--- config.mk ---
export PLATFORM = sky130hd
export DESIGN_NAME = mem_copy_engine
export DESIGN_NICKNAME = d
export VERILOG_FILES = /design/src/rtl/mem_copy_engine.sv
export SDC_FILE = /design/constraint.sdc
export NUM_CORES = 1
export LEC_CHECK = 0
export BUFFER_PORTS_ARGS = -buffer_cell sky130_fd_sc_hd__buf_2
export CORE_UTILIZATION = 52
export CTS_BUF_LIST = sky130_fd_sc_hd__clkbuf_4 sky130_fd_sc_hd__clkbuf_8
export CTS_CLUSTER_SIZE = 24
export DETAILED_ROUTE_END_ITERATION = 7
export PLACE_DENSITY = 0.8
export SLEW_MARGIN = 0
export SYNTH_ARGS = -nofsm -noshare
export SYNTH_HDL_FRONTEND = slang
export SYNTH_SLANG_ARGS = --single-unit
--- constraint.sdc ---
create_clock -name clk -period 3.2 [get_ports clk]
set_input_delay 0.64 -clock clk [delete_from_list [all_inputs] [get_ports clk]]
set_output_delay 0.64 -clock clk [all_outputs]
set_load 0.05 [all_outputs]
--- src/rtl/mem_copy_engine.sv ---
// mem_copy_engine: word-by-word block copy over a combinational-read data memory port
module mem_copy_engine #(
  parameter int N = 32,
  parameter int MEM_BYTES = 256
) (
  input  logic         clk,
  input  logic         rst,
  input  logic         start,
  input  logic [N-1:0] src_addr,
  input  logic [N-1:0] dst_addr,
  input  logic [7:0]   len_words,
  output logic         busy,
  output logic         done,
  output logic         err,
  output logic [N-1:0] mem_addr,
  output logic         mem_we,
  output logic [N-1:0] mem_wdata,
  input  logic [N-1:0] mem_rdata
);
  typedef enum logic [1:0] {IDLE, READ, WRITE, DONE} state_t;
  localparam logic [N:0] LIM = (N+1)'(MEM_BYTES);
  state_t state_q, state_d;
  logic [N-1:0] src_q, src_d, dst_q, dst_d, buf_q, buf_d;
  logic [7:0] rem_q, rem_d;
  logic err_q, err_d;
  logic [N:0] len_bytes, src_end, dst_end;
  logic reject;
  assign len_bytes = {{(N-9){1'b0}}, len_words, 2'b00};
  assign src_end = {1'b0, src_addr} + len_bytes;
  assign dst_end = {1'b0, dst_addr} + len_bytes;
  assign reject = (|src_addr[1:0]) | (|dst_addr[1:0]) | (src_end > LIM) | (dst_end > LIM);
  assign busy = (state_q == READ) || (state_q == WRITE);
  assign done = state_q == DONE;
  assign err = done & err_q;
  assign mem_we = state_q == WRITE;
  assign mem_addr = (state_q == READ) ? src_q : (state_q == WRITE) ? dst_q : '0;
  assign mem_wdata = (state_q == WRITE) ? buf_q : '0;
  // sequencing: accept/reject in IDLE, then alternate READ/WRITE per word until the count runs out
  always_comb begin
    state_d = state_q;
    src_d = src_q;
    dst_d = dst_q;
    buf_d = buf_q;
    rem_d = rem_q;
    err_d = err_q;
    case (state_q)
      IDLE: if (start) begin
        src_d = src_addr;
        dst_d = dst_addr;
        rem_d = len_words;
        err_d = reject;
        state_d = (reject || len_words == 8'd0) ? DONE : READ;
      end
      READ: begin
        buf_d = mem_rdata;
        state_d = WRITE;
      end
      WRITE: begin
        src_d = src_q + N'(4);
        dst_d = dst_q + N'(4);
        rem_d = rem_q - 8'd1;
        state_d = (rem_q == 8'd1) ? DONE : READ;
      end
      default: begin
        err_d = 1'b0;
        state_d = IDLE;
      end
    endcase
  end
  // state and operand registers
  always_ff @(posedge clk) begin
    if (rst) begin
      state_q <= IDLE;
      src_q <= '0;
      dst_q <= '0;
      buf_q <= '0;
      rem_q <= '0;
      err_q <= 1'b0;
    end else begin
      state_q <= state_d;
      src_q <= src_d;
      dst_q <= dst_d;
      buf_q <= buf_d;
      rem_q <= rem_d;
      err_q <= err_d;
    end
  end
endmodule

==> impl_metrics.py, run 1 <==
metrics = {
    "clocking": {
        "ctsHoldBuffers": 0,
        "path_clk_slew_ns": 0.13,
        "tritoncts_num_sinks": 107,
        "largest_buffer_count_on_any_clock_path": 2,
        "cts_tree": "done",
        "cts_root_buffer": "clkbuf_8",
        "htreeDepth": 3,
        "worstSkewPairLatency_ns": 0.42,
        "cts_buffers": 9,
    },
    "flow_run": {
        "drv.max_cap_violation_count": 0,
    },
    "power_and_ir_drop": {
        "total_leakage_power_nw": 4.30,
        "peakVddDrop_uv": 426,
        "power_density_nw_per_um2": 476,
    },
    "floorplanning": {
        "top_level_ports": 175,
        "floorplan.die.height_um": 128,
        "core_region_area_um2": 15400,
        "floorplan.rows": 45,
        "die_area_um2": 16400,
        "starting_utilization_of_the_core_area_pct": 53.7,
        "fp.dieW_um": 128,
    },
    "drt": {
        "detailroute.via_count": 9925,
        "drc": 0,
        "number_of_vias_per_cell_after_detailed_routing": 6.09,
        "detail_route.first_pass.iterations": 6,
        "final_antenna_net_count": 0,
        "detail_route.wl_per_cell_um": 17.5,
        "detail_route.wirelength_mm": 28.6,
        "drtIter0Drc": 1054,
    },
    "yosys": {
        "synth_async_sr_flop_share_pct": 0,
        "yosys-top-cells-area": "dfxtp_1 26%, nand2_1 8.2%, o21ai_0 6.2%",
        "netlist.area_leader.share_pct": 26.0,
        "synthesis.area_per_instance_um2": 6.98,
        "synthesis.nets": 1316,
        "dominantRegCellSynth": "dfxtp_1",
        "post_synthesis_cell_type_count": 70,
        "ys_seq_elements": 107,
        "netlist_area_um2": 8250,
        "yosysWarningCount": 0,
        "synth_edf_count": 0,
        "proportion_of_synthesized_chip_area_in_sequential_cells_pct": 26.0,
        "syn-instance-count": 1182,
        "synth.largest_area_cell": "dfxtp_1",
    },
    "place": {
        "routabilityCongestion": 0.962,
        "place.port_buffers": 174,
        "placed_area_um2": 10200,
        "detailedPlacementHpwl_mm": 21.6,
        "dpl_worst_slack_ns": -0.484,
    },
    "global_route": {
        "grt_max_degree": 64,
        "grt_util_all_layers_pct": 34.1,
        "globalRoute.totalOverflow": 0,
        "initial_antenna_violation_count": 0,
        "number_of_global_route_vias_before_repair": 8791,
        "grt_first_pass_wirelength_mm": 44.1,
    },
    "finish": {
        "areaGrowthSynthToFinish_pct": 27.9,
        "drive_above_1_share_pct": 26.1,
        "finished_layout_cell_area_um2": 10600,
        "diodes": 0,
        "design.final.nets": 1549,
    },
    "timing": {
        "finalSetupViolations": 1,
        "timing.final.ws_setup_ns": -0.00387,
        "timing.final.crit_share_pct": 100,
        "fin_crit_ns": 3.20,
        "final-hold-violation-count": 0,
        "worst-slew-pin-transition_ns": 0.870,
        "fin_setup_tns_ns": -0.00387,
        "max_clock_freq_mhz": 312,
        "maximum_clock_skew_at_final_layout_ns": 0.0242,
        "drv_slew": 0,
        "worst_slew_margin_rel_pct": 42.0,
    },
    "status": {
        "status": "finished with violations",
        "violations": "setup timing",
    },
    "worst_setup_path": {
        "setup.reg_to_reg.worst_slack_ns": 0.33,
        "timing.critical_path.from_type": "input pin",
        "worst-setup-path-type": "in2reg",
        "setup.worst_path.end_class": "register",
        "data_arrival_at_the_endpoint_of_the_critical_path_ns": 3.49,
        "cp_data_required_time_ns": 3.49,
        "critical_path.max_fanout": 4,
        "worstRegToRegCells": 8,
    },
    "min_path": {
        "holdCritPathClass": "in2reg",
        "min_path_cells": 3,
    },
}
-- sequential cells by signal, indices dropped and copies added, names as in the netlist --
register and count:
dst_q 32, state_q 2, rem_q 8, src_q 32, err_q 1, buf_q 32
-- cells in the mapped netlist (all sizes together) (4+ instances only) --
cell type,count
a41oi,5
a2111oi,4
o31ai,10
nor2b,17
o2bb2ai,6
a21o,15
xnor2,9
nand2,181
and3,15
nand2b,11
inv,23
mux2i,42
ha,25
o22ai,15
o21a,11
and2,41
buf,9
nor2,118
nor3,34
o2111ai,6
o32ai,4
a21oi,82
nand4,14
o211ai,9
nor3b,8
a22oi,13
a31oi,12
and4,8
nor4,19
dfxtp,107
a211oi,27
nand3,46
or4,4
xor2,4
o21ai,104
clkbuf,68
or3,17
-- through the flow --
stage	instances	utilization (%)	hold WS (ns)	power, mW
2_1_floorplan	1182	-	0.445	3.33
3_3_place_gp	1613	66.5	0.460	4.00
3_5_place_dp	1613	66.5	0.472	4.06
4_1_cts	1630	68.3	0.438	4.98
5_1_grt	1631	68.6	0.439	5.31
6_report	1631	68.6	0.448	5.02
-- worst max-delay path: stages --
cell       delay [ns]
buf_2            0.11
ha_1             0.22
fa_2             0.37
a211oi_2         0.23
buf_4            0.17
o31ai_4          0.11
a31oi_2          0.22
xor2_1           0.20
o2111ai_1        0.14
or4_4            0.55
nor4_4           0.27
buf_4            0.18
a41oi_2          0.10
-- worst paths after layout --
path                                   start          to
worst max-delay path             src_addr[2]  state_q[1]
worst min-delay path            mem_rdata[4]    buf_q[4]
worst max register to register      src_q[2]   src_q[30]
worst min register to register      rem_q[1]    rem_q[1]
-- report_power, final --
group / total, mW / switching [mW] / leakage, nW / internal (mW)
Combinational: 2.31 / 1.46 / 3.31 / 0.844
Clock: 0.915 / 0.586 / 0.110 / 0.329
Sequential: 1.80 / 0.244 / 0.877 / 1.56
Total: 5.02 / 2.29 / 4.30 / 2.73
-- metal layers --
layer | wire length (um) | track usage, % | vias to the layer above
li1 | - | - | 4780
met1 | 11700 | 43.3 | 4616
met2 | 13600 | 57.4 | 460
met3 | 2050 | 5.38 | 69
met4 | 1190 | 14.5 | 0
met5 | 0 | 0 | -
-- area by class of cell --
| type | instances | area [um^2] |
|---|---|---|
| clock buffers | 9 | 124 |
| clock inverters | 7 | 93.8 |
| fillers | 1354 | 4820 |
| inverters | 23 | 86.3 |
| multi-input cells | 975 | 5960 |
| flip-flops and latches | 107 | 2140 |
| well taps | 211 | 264 |
| repair buffers | 299 | 1880 |
-- timing repair --
action | 4_1_cts | 5_1_grt
setup endpoints to repair | 2 | 2
gates cloned | 0 | 0
pin swaps | 9 | 6
setup buffers | 1 | 1
gates resized for setup | 11 | 10
-- kinds of logic after synthesis --
group | count (synthesis) | share of synthesized area, %
AND/OR/NAND/NOR | 544 | 31.9
AO/OA/AOI/OAI | 347 | 26.5
flip-flops | 107 | 26.0
buffers and inverters | 100 | 4.58
multiplexers | 44 | 5.37
adder cells (fa/ha/maj) | 27 | 4.28
XOR/XNOR | 13 | 1.38
-- cell usage in the layout (no fill, tap or decap), types with 13 or more instances in the layout --
| master | synthesis | final |
|---|---|---|
| a21o_1 | 15 | 14 |
| a22oi_1 | 13 | 13 |
| nand4_1 | 14 | 14 |
| inv_1 | 22 | 21 |
| nor4_1 | 18 | 18 |
| and3_1 | 15 | 15 |
| nor2_1 | 118 | 118 |
| nor2b_1 | 17 | 17 |
| o22ai_1 | 15 | 15 |
| buf_2 | 1 | 170 |
| o21ai_0 | 103 | 74 |
| nand2_1 | 181 | 180 |
| a211oi_1 | 27 | 26 |
| dfxtp_1 | 107 | 107 |
| o21ai_2 | 0 | 26 |
| mux2i_1 | 42 | 42 |
| buf_4 | 0 | 123 |
| nand3_1 | 45 | 45 |
| ha_1 | 25 | 22 |
| nor3_1 | 34 | 34 |
| a21oi_1 | 82 | 81 |
| and2_1 | 41 | 41 |
| or3_1 | 16 | 16 |
Power figures use the tool's default switching activity.
==> inputs of run 2 (changes only) <==
Settings changed: CORE_MARGIN set to 1.5, SETUP_SLACK_MARGIN set to 0.1.
==> impl_metrics.py, run 2 (synthesis gave the netlist of run 1 again) <==
metrics = {
    "status": {
        "status": "complete, no violations",
    },
    "worst_setup_path": {
        "timing.critical_path.from_type": "input pin",
        "worst-setup-path-type": "in2reg",
        "worstRegToRegCells": 8,
        "data_arrival_at_the_endpoint_of_the_critical_path_ns": 3.41,
        "worst_r2r_endpoint": "src_q[30]",
        "critical_path.max_fanout": 6,
        "setup.worst_path.end_class": "register",
        "setup.reg_to_reg.worst_slack_ns": 0.40,
        "cp_data_required_time_ns": 3.48,
        "critical_path.reg2reg.startpoint": "src_q[2]",
    },
    "clocking": {
        "htreeDepth": 3,
        "tritoncts_num_sinks": 107,
        "worstSkewPairLatency_ns": 0.41,
        "ctsHoldBuffers": 0,
        "largest_buffer_count_on_any_clock_path": 2,
        "cts_tree": "done",
        "cts_buffers": 9,
        "path_clk_slew_ns": 0.13,
        "cts_root_buffer": "clkbuf_8",
    },
    "drt": {
        "detail_route.wl_per_cell_um": 17.5,
        "detail_route.first_pass.iterations": 5,
        "drc": 0,
        "final_antenna_net_count": 0,
        "detailroute.via_count": 9940,
        "detail_route.wirelength_mm": 28.6,
        "drtIter0Drc": 814,
        "number_of_vias_per_cell_after_detailed_routing": 6.07,
    },
    "floorplanning": {
        "floorplan.rows": 45,
        "core_region_area_um2": 15400,
        "top_level_ports": 175,
        "die_area_um2": 16600,
        "fp.dieW_um": 129,
        "starting_utilization_of_the_core_area_pct": 53.7,
        "floorplan.die.height_um": 129,
    },
    "finish": {
        "largest_registers": "buf_q x32, dst_q x32, src_q x32",
        "most_common_cell_after_layout_fill_and_taps_aside": "nand2_1",
        "drive_above_1_share_pct": 28.2,
        "areaGrowthSynthToFinish_pct": 31.3,
        "design.final.nets": 1555,
        "sequential_cell_area_um2": 2140,
        "finished_layout_cell_area_um2": 10800,
        "most_frequent_cells_in_the_layout": "180 x nand2_1, 169 x buf_2, 126 x buf_4",
        "fill_cell_count": 1275,
        "final_cell_count_no_fill": 1637,
        "diodes": 0,
        "multi_input_area_um2": 6170,
    },
    "timing": {
        "rsz0062_at_grt": "yes",
        "maximum_clock_skew_at_final_layout_ns": 0.0191,
        "timing.final.crit_share_pct": 97.9,
        "worst-slew-pin-transition_ns": 0.747,
        "max_clock_freq_mhz": 319,
        "fin_crit_ns": 3.13,
        "finalSetupViolations": 0,
        "drv_slew": 0,
        "worst_slew_margin_rel_pct": 48.9,
        "final-hold-violation-count": 0,
    },
    "flow_run": {
        "drv.max_cap_violation_count": 0,
    },
    "place": {
        "place.port_buffers": 174,
        "routabilityCongestion": 0.976,
        "numPlacedInstances": 1613,
        "detailedPlacementHpwl_mm": 21.4,
        "placed_area_um2": 10200,
    },
    "min_path": {
        "hold_path.startpoint": "mem_rdata[21]",
        "whs_endpoint": "buf_q[21]",
        "holdCritPathClass": "in2reg",
        "min_path_cells": 3,
    },
    "global_route": {
        "grt_max_degree": 99,
        "grt_first_pass_wirelength_mm": 45.3,
        "globalRoute.totalOverflow": 0,
        "initial_antenna_violation_count": 0,
        "number_of_global_route_vias_before_repair": 8969,
        "grt_util_all_layers_pct": 34.1,
    },
    "power_and_ir_drop": {
        "total_leakage_power_nw": 4.34,
        "peakVddDrop_uv": 460,
        "power_density_nw_per_um2": 466,
    },
}
[run 2: critical path, cell delays in order]
cell       delay (ns)
buf_8            0.09
ha_4             0.14
inv_2            0.04
fa_2             0.35
nand2b_4         0.15
a21o_1           0.19
buf_4            0.16
a21oi_4          0.22
o2111ai_2        0.14
a2111oi_2        0.42
nand4_1          0.21
nor4_4           0.40
buf_4            0.18
a311oi_2         0.09
[run 2: worst max-delay path by stage]
stage / slack (ns) / endpoint / start / depth (start not counted)
final: 0.07 / err_q / len_words[0] / 14
after global routing: -0.02 / err_q / len_words[0] / 14
after CTS: 0.002 / err_q / len_words[0] / 13
after detailed placement: -0.61 / err_q / dst_addr[2] / 13
after global placement: -0.61 / state_q[1] / dst_addr[2] / 13
after floorplan: -0.07 / mem_addr[0] / state_q[0] / 7
[run 2: area by class of cell]
class                      count  area share (%)
inverter                      23           0.797
tap                          211            2.44
multi-input combinational    975            57.0
sequential                   107            19.8
timing repair buffer         305            18.0
clock inverter                 7           0.866
clock buffer                   9            1.14
[run 2: metrics by stage]
step	setup WS (ns)	util (%)	power (mW)	setup TNS, ns	hold WS, ns
floorplan	-0.0706	-	3.33	-0.0706	0.445
CTS	0.00158	68.7	4.97	0	0.454
finish	0.0686	70.5	5.05	0	0.464
detailed placement	-0.606	66.7	4.06	-1.20	0.472
global route	-0.0166	70.5	5.36	-0.0252	0.445
global placement	-0.612	66.7	4.01	-1.22	0.460
[run 2: timing repair]
item / CTS / global route
pin swaps: 11 / 29
endpoints found under the setup margin: 2 / 2
setup buffers: 4 / 4
gates resized for setup: 15 / 41
hold endpoints to repair: 0 / 0
[run 2: routing by layer]
metal | share of wire (%) | global-route usage [%] | up-vias
li1 | - | - | 4805
met5 | 0 | 0 | -
met4 | 4.9 | 16.4 | 0
met3 | 6.8 | 4.28 | 83
met1 | 42 | 44.8 | 4606
met2 | 47 | 55.7 | 446
[run 2: report_power, final]
group	leakage, nW	switching [mW]	internal (mW)
combinational	3.36	1.49	0.877
sequential	0.877	0.236	1.56
clock	0.107	0.568	0.321
total	4.34	2.29	2.75
==> inputs of run 3 (changes only) <==
Settings changed: CORE_ASPECT_RATIO set to 1.2, SLEW_MARGIN 0 to 20.
==> impl_metrics.py, run 3 (synthesis gave the netlist of run 1 again) <==
metrics = {
    "drt": {
        "detail_route.wl_per_cell_um": 17.7,
        "drtIter0Drc": 1027,
        "number_of_vias_per_cell_after_detailed_routing": 6.17,
        "detail_route.wirelength_mm": 28.8,
        "detailroute.via_count": 10000,
        "drc": 0,
        "detail_route.first_pass.iterations": 6,
        "final_antenna_net_count": 0,
    },
    "clocking": {
        "cts_root_buffer": "clkbuf_8",
        "ctsHoldBuffers": 0,
        "cts_buffers": 9,
        "path_clk_slew_ns": 0.11,
        "tritoncts_num_sinks": 107,
        "worstSkewPairLatency_ns": 0.40,
        "largest_buffer_count_on_any_clock_path": 2,
        "htreeDepth": 3,
        "cts_tree": "done",
    },
    "finish": {
        "largest_registers": "buf_q x32, dst_q x32, src_q x32",
        "drive_above_1_share_pct": 25.5,
        "diodes": 0,
        "design.final.nets": 1542,
        "areaGrowthSynthToFinish_pct": 27.5,
        "most_frequent_cells_in_the_layout": "180 x nand2_1, 169 x buf_2, 118 x nor2_1",
        "most_common_cell_after_layout_fill_and_taps_aside": "nand2_1",
    },
    "worst_setup_path": {
        "setup.reg_to_reg.worst_slack_ns": 0.35,
        "critPathMaxStageDelay_ns": 0.54,
        "critical_path.max_fanout": 3,
        "timing.critical_path.from_type": "input pin",
        "cpMaxStageDelayCell": "or4_4",
        "worst-setup-path-type": "in2reg",
        "cpMostUsedCell": "a21o_1",
        "path_cells": "buf_4, ha_4, inv_2, fa_2, nand2b_4, a21o_1, a21o_1, o31a_1, a2111o_1, or4_4, nor4_4, a311oi_1",
        "setup.worst_path.end_class": "register",
        "cp_data_required_time_ns": 3.47,
        "data_arrival_at_the_endpoint_of_the_critical_path_ns": 3.36,
    },
    "floorplanning": {
        "floorplan.die.height_um": 141,
        "fp.dieW_um": 118,
        "die_area_um2": 16600,
        "top_level_ports": 175,
        "starting_utilization_of_the_core_area_pct": 53.0,
        "core_region_area_um2": 15600,
        "floorplan.rows": 50,
    },
    "flow_run": {
        "drv.max_cap_violation_count": 0,
    },
    "global_route": {
        "initial_antenna_violation_count": 0,
        "globalRoute.totalOverflow": 0,
        "grt_util_all_layers_pct": 33.5,
        "grt_max_degree": 77,
        "number_of_global_route_vias_before_repair": 9180,
        "grt_first_pass_wirelength_mm": 45.3,
    },
    "power_and_ir_drop": {
        "p_int_mw": 2.73,
        "p_sw_share_pct": 45.0,
        "p_seq_share_pct": 36.3,
        "clkPwrFrac_pct": 16.9,
        "peakVddDrop_uv": 548,
        "power_density_nw_per_um2": 472,
        "design_power_total_mw": 4.97,
        "power.net_switching_mw": 2.24,
        "comb_power_share_pct": 46.9,
        "total_leakage_power_nw": 4.26,
    },
    "timing": {
        "rsz0062_at_grt": "yes",
        "finalSetupViolations": 0,
        "max_clock_freq_mhz": 323,
        "final-hold-violation-count": 0,
        "fin_crit_ns": 3.10,
        "fin_setup_tns_ns": 0,
        "drv_slew": 0,
        "maximum_clock_skew_at_final_layout_ns": 0.0166,
        "worst_slew_margin_rel_pct": 57.3,
        "worst-slew-pin-transition_ns": 0.624,
        "timing.final.crit_share_pct": 96.8,
    },
    "place": {
        "place.port_buffers": 174,
        "routabilityCongestion": 0.977,
        "detailedPlacementHpwl_mm": 21.8,
    },
    "min_path": {
        "holdCritPathClass": "in2reg",
    },
    "status": {
        "status": "complete, no violations",
    },
}
-- run 3: metrics by stage --
step                      utilization [%]  instance area, um^2  cells  hold slack, ns  setup WS (ns)
final                                67.5                10500   1621           0.466          0.104
after global routing                 67.5                10500   1621           0.456         0.0391
after floorplan                         -                 8390   1182           0.445        -0.0706
after CTS                            66.8                10400   1618           0.453          0.107
after detailed placement             65.3                10200   1600           0.475         -0.426
after global placement               65.3                10200   1600           0.454         -0.365
-- run 3: final cells by class --
type	instances	area, um^2
Multi-Input combinational cell	975	5970
Timing Repair Buffer	292	1880
Inverter	23	86.3
Clock buffer	10	131
Clock inverter	6	55.1
Tap cell	208	260
Fill cell	1361	5060
Sequential cell	107	2140
-- run 3: timing repair --
item | CTS | global route
pin swaps | 10 | 13
endpoints found under the setup margin | 2 | 5
resized for setup | 8 | 14
cloned | 0 | 0
buffers inserted | 2 | 3
-- run 3: worst paths after layout --
kind                      from   endpoint  cells past startpoint
hold reg to reg      buf_q[17]  buf_q[17]                      2
setup / recovery   dst_addr[2]      err_q                     12
hold / removal    mem_rdata[1]   buf_q[1]                      3
setup reg to reg      src_q[2]  src_q[30]                      8
-- run 3: critical path, delay by kind of cell --
family	cells	cell delay, ns
buffers and inverters	2	0.13
AO/OA/AOI/OAI	5	1.13
AND/OR/NAND/NOR	3	0.98
adder cells (fa/ha/maj)	2	0.47
-- run 3: per-layer routing --
| metal | track usage [%] | share of wire [%] |
|---|---|---|
| met5 | 0 | 0 |
| met4 | 22.1 | 6.6 |
| met3 | 5.38 | 7.2 |
| met2 | 56.8 | 47 |
| met1 | 39.1 | 39 |
-- run 3: power by group through the flow --
| stage | combinational [mW] | clock (mW) | sequential, mW |
|---|---|---|---|
| finish | 2.33 | 0.837 | 1.80 |
| global route | 2.53 | 0.900 | 1.84 |
| CTS | 2.26 | 0.852 | 1.79 |
| detailed placement | 2.24 | 0 | 1.82 |
| global placement | 2.20 | 0 | 1.81 |
| floorplan | 1.59 | 0 | 1.74 |
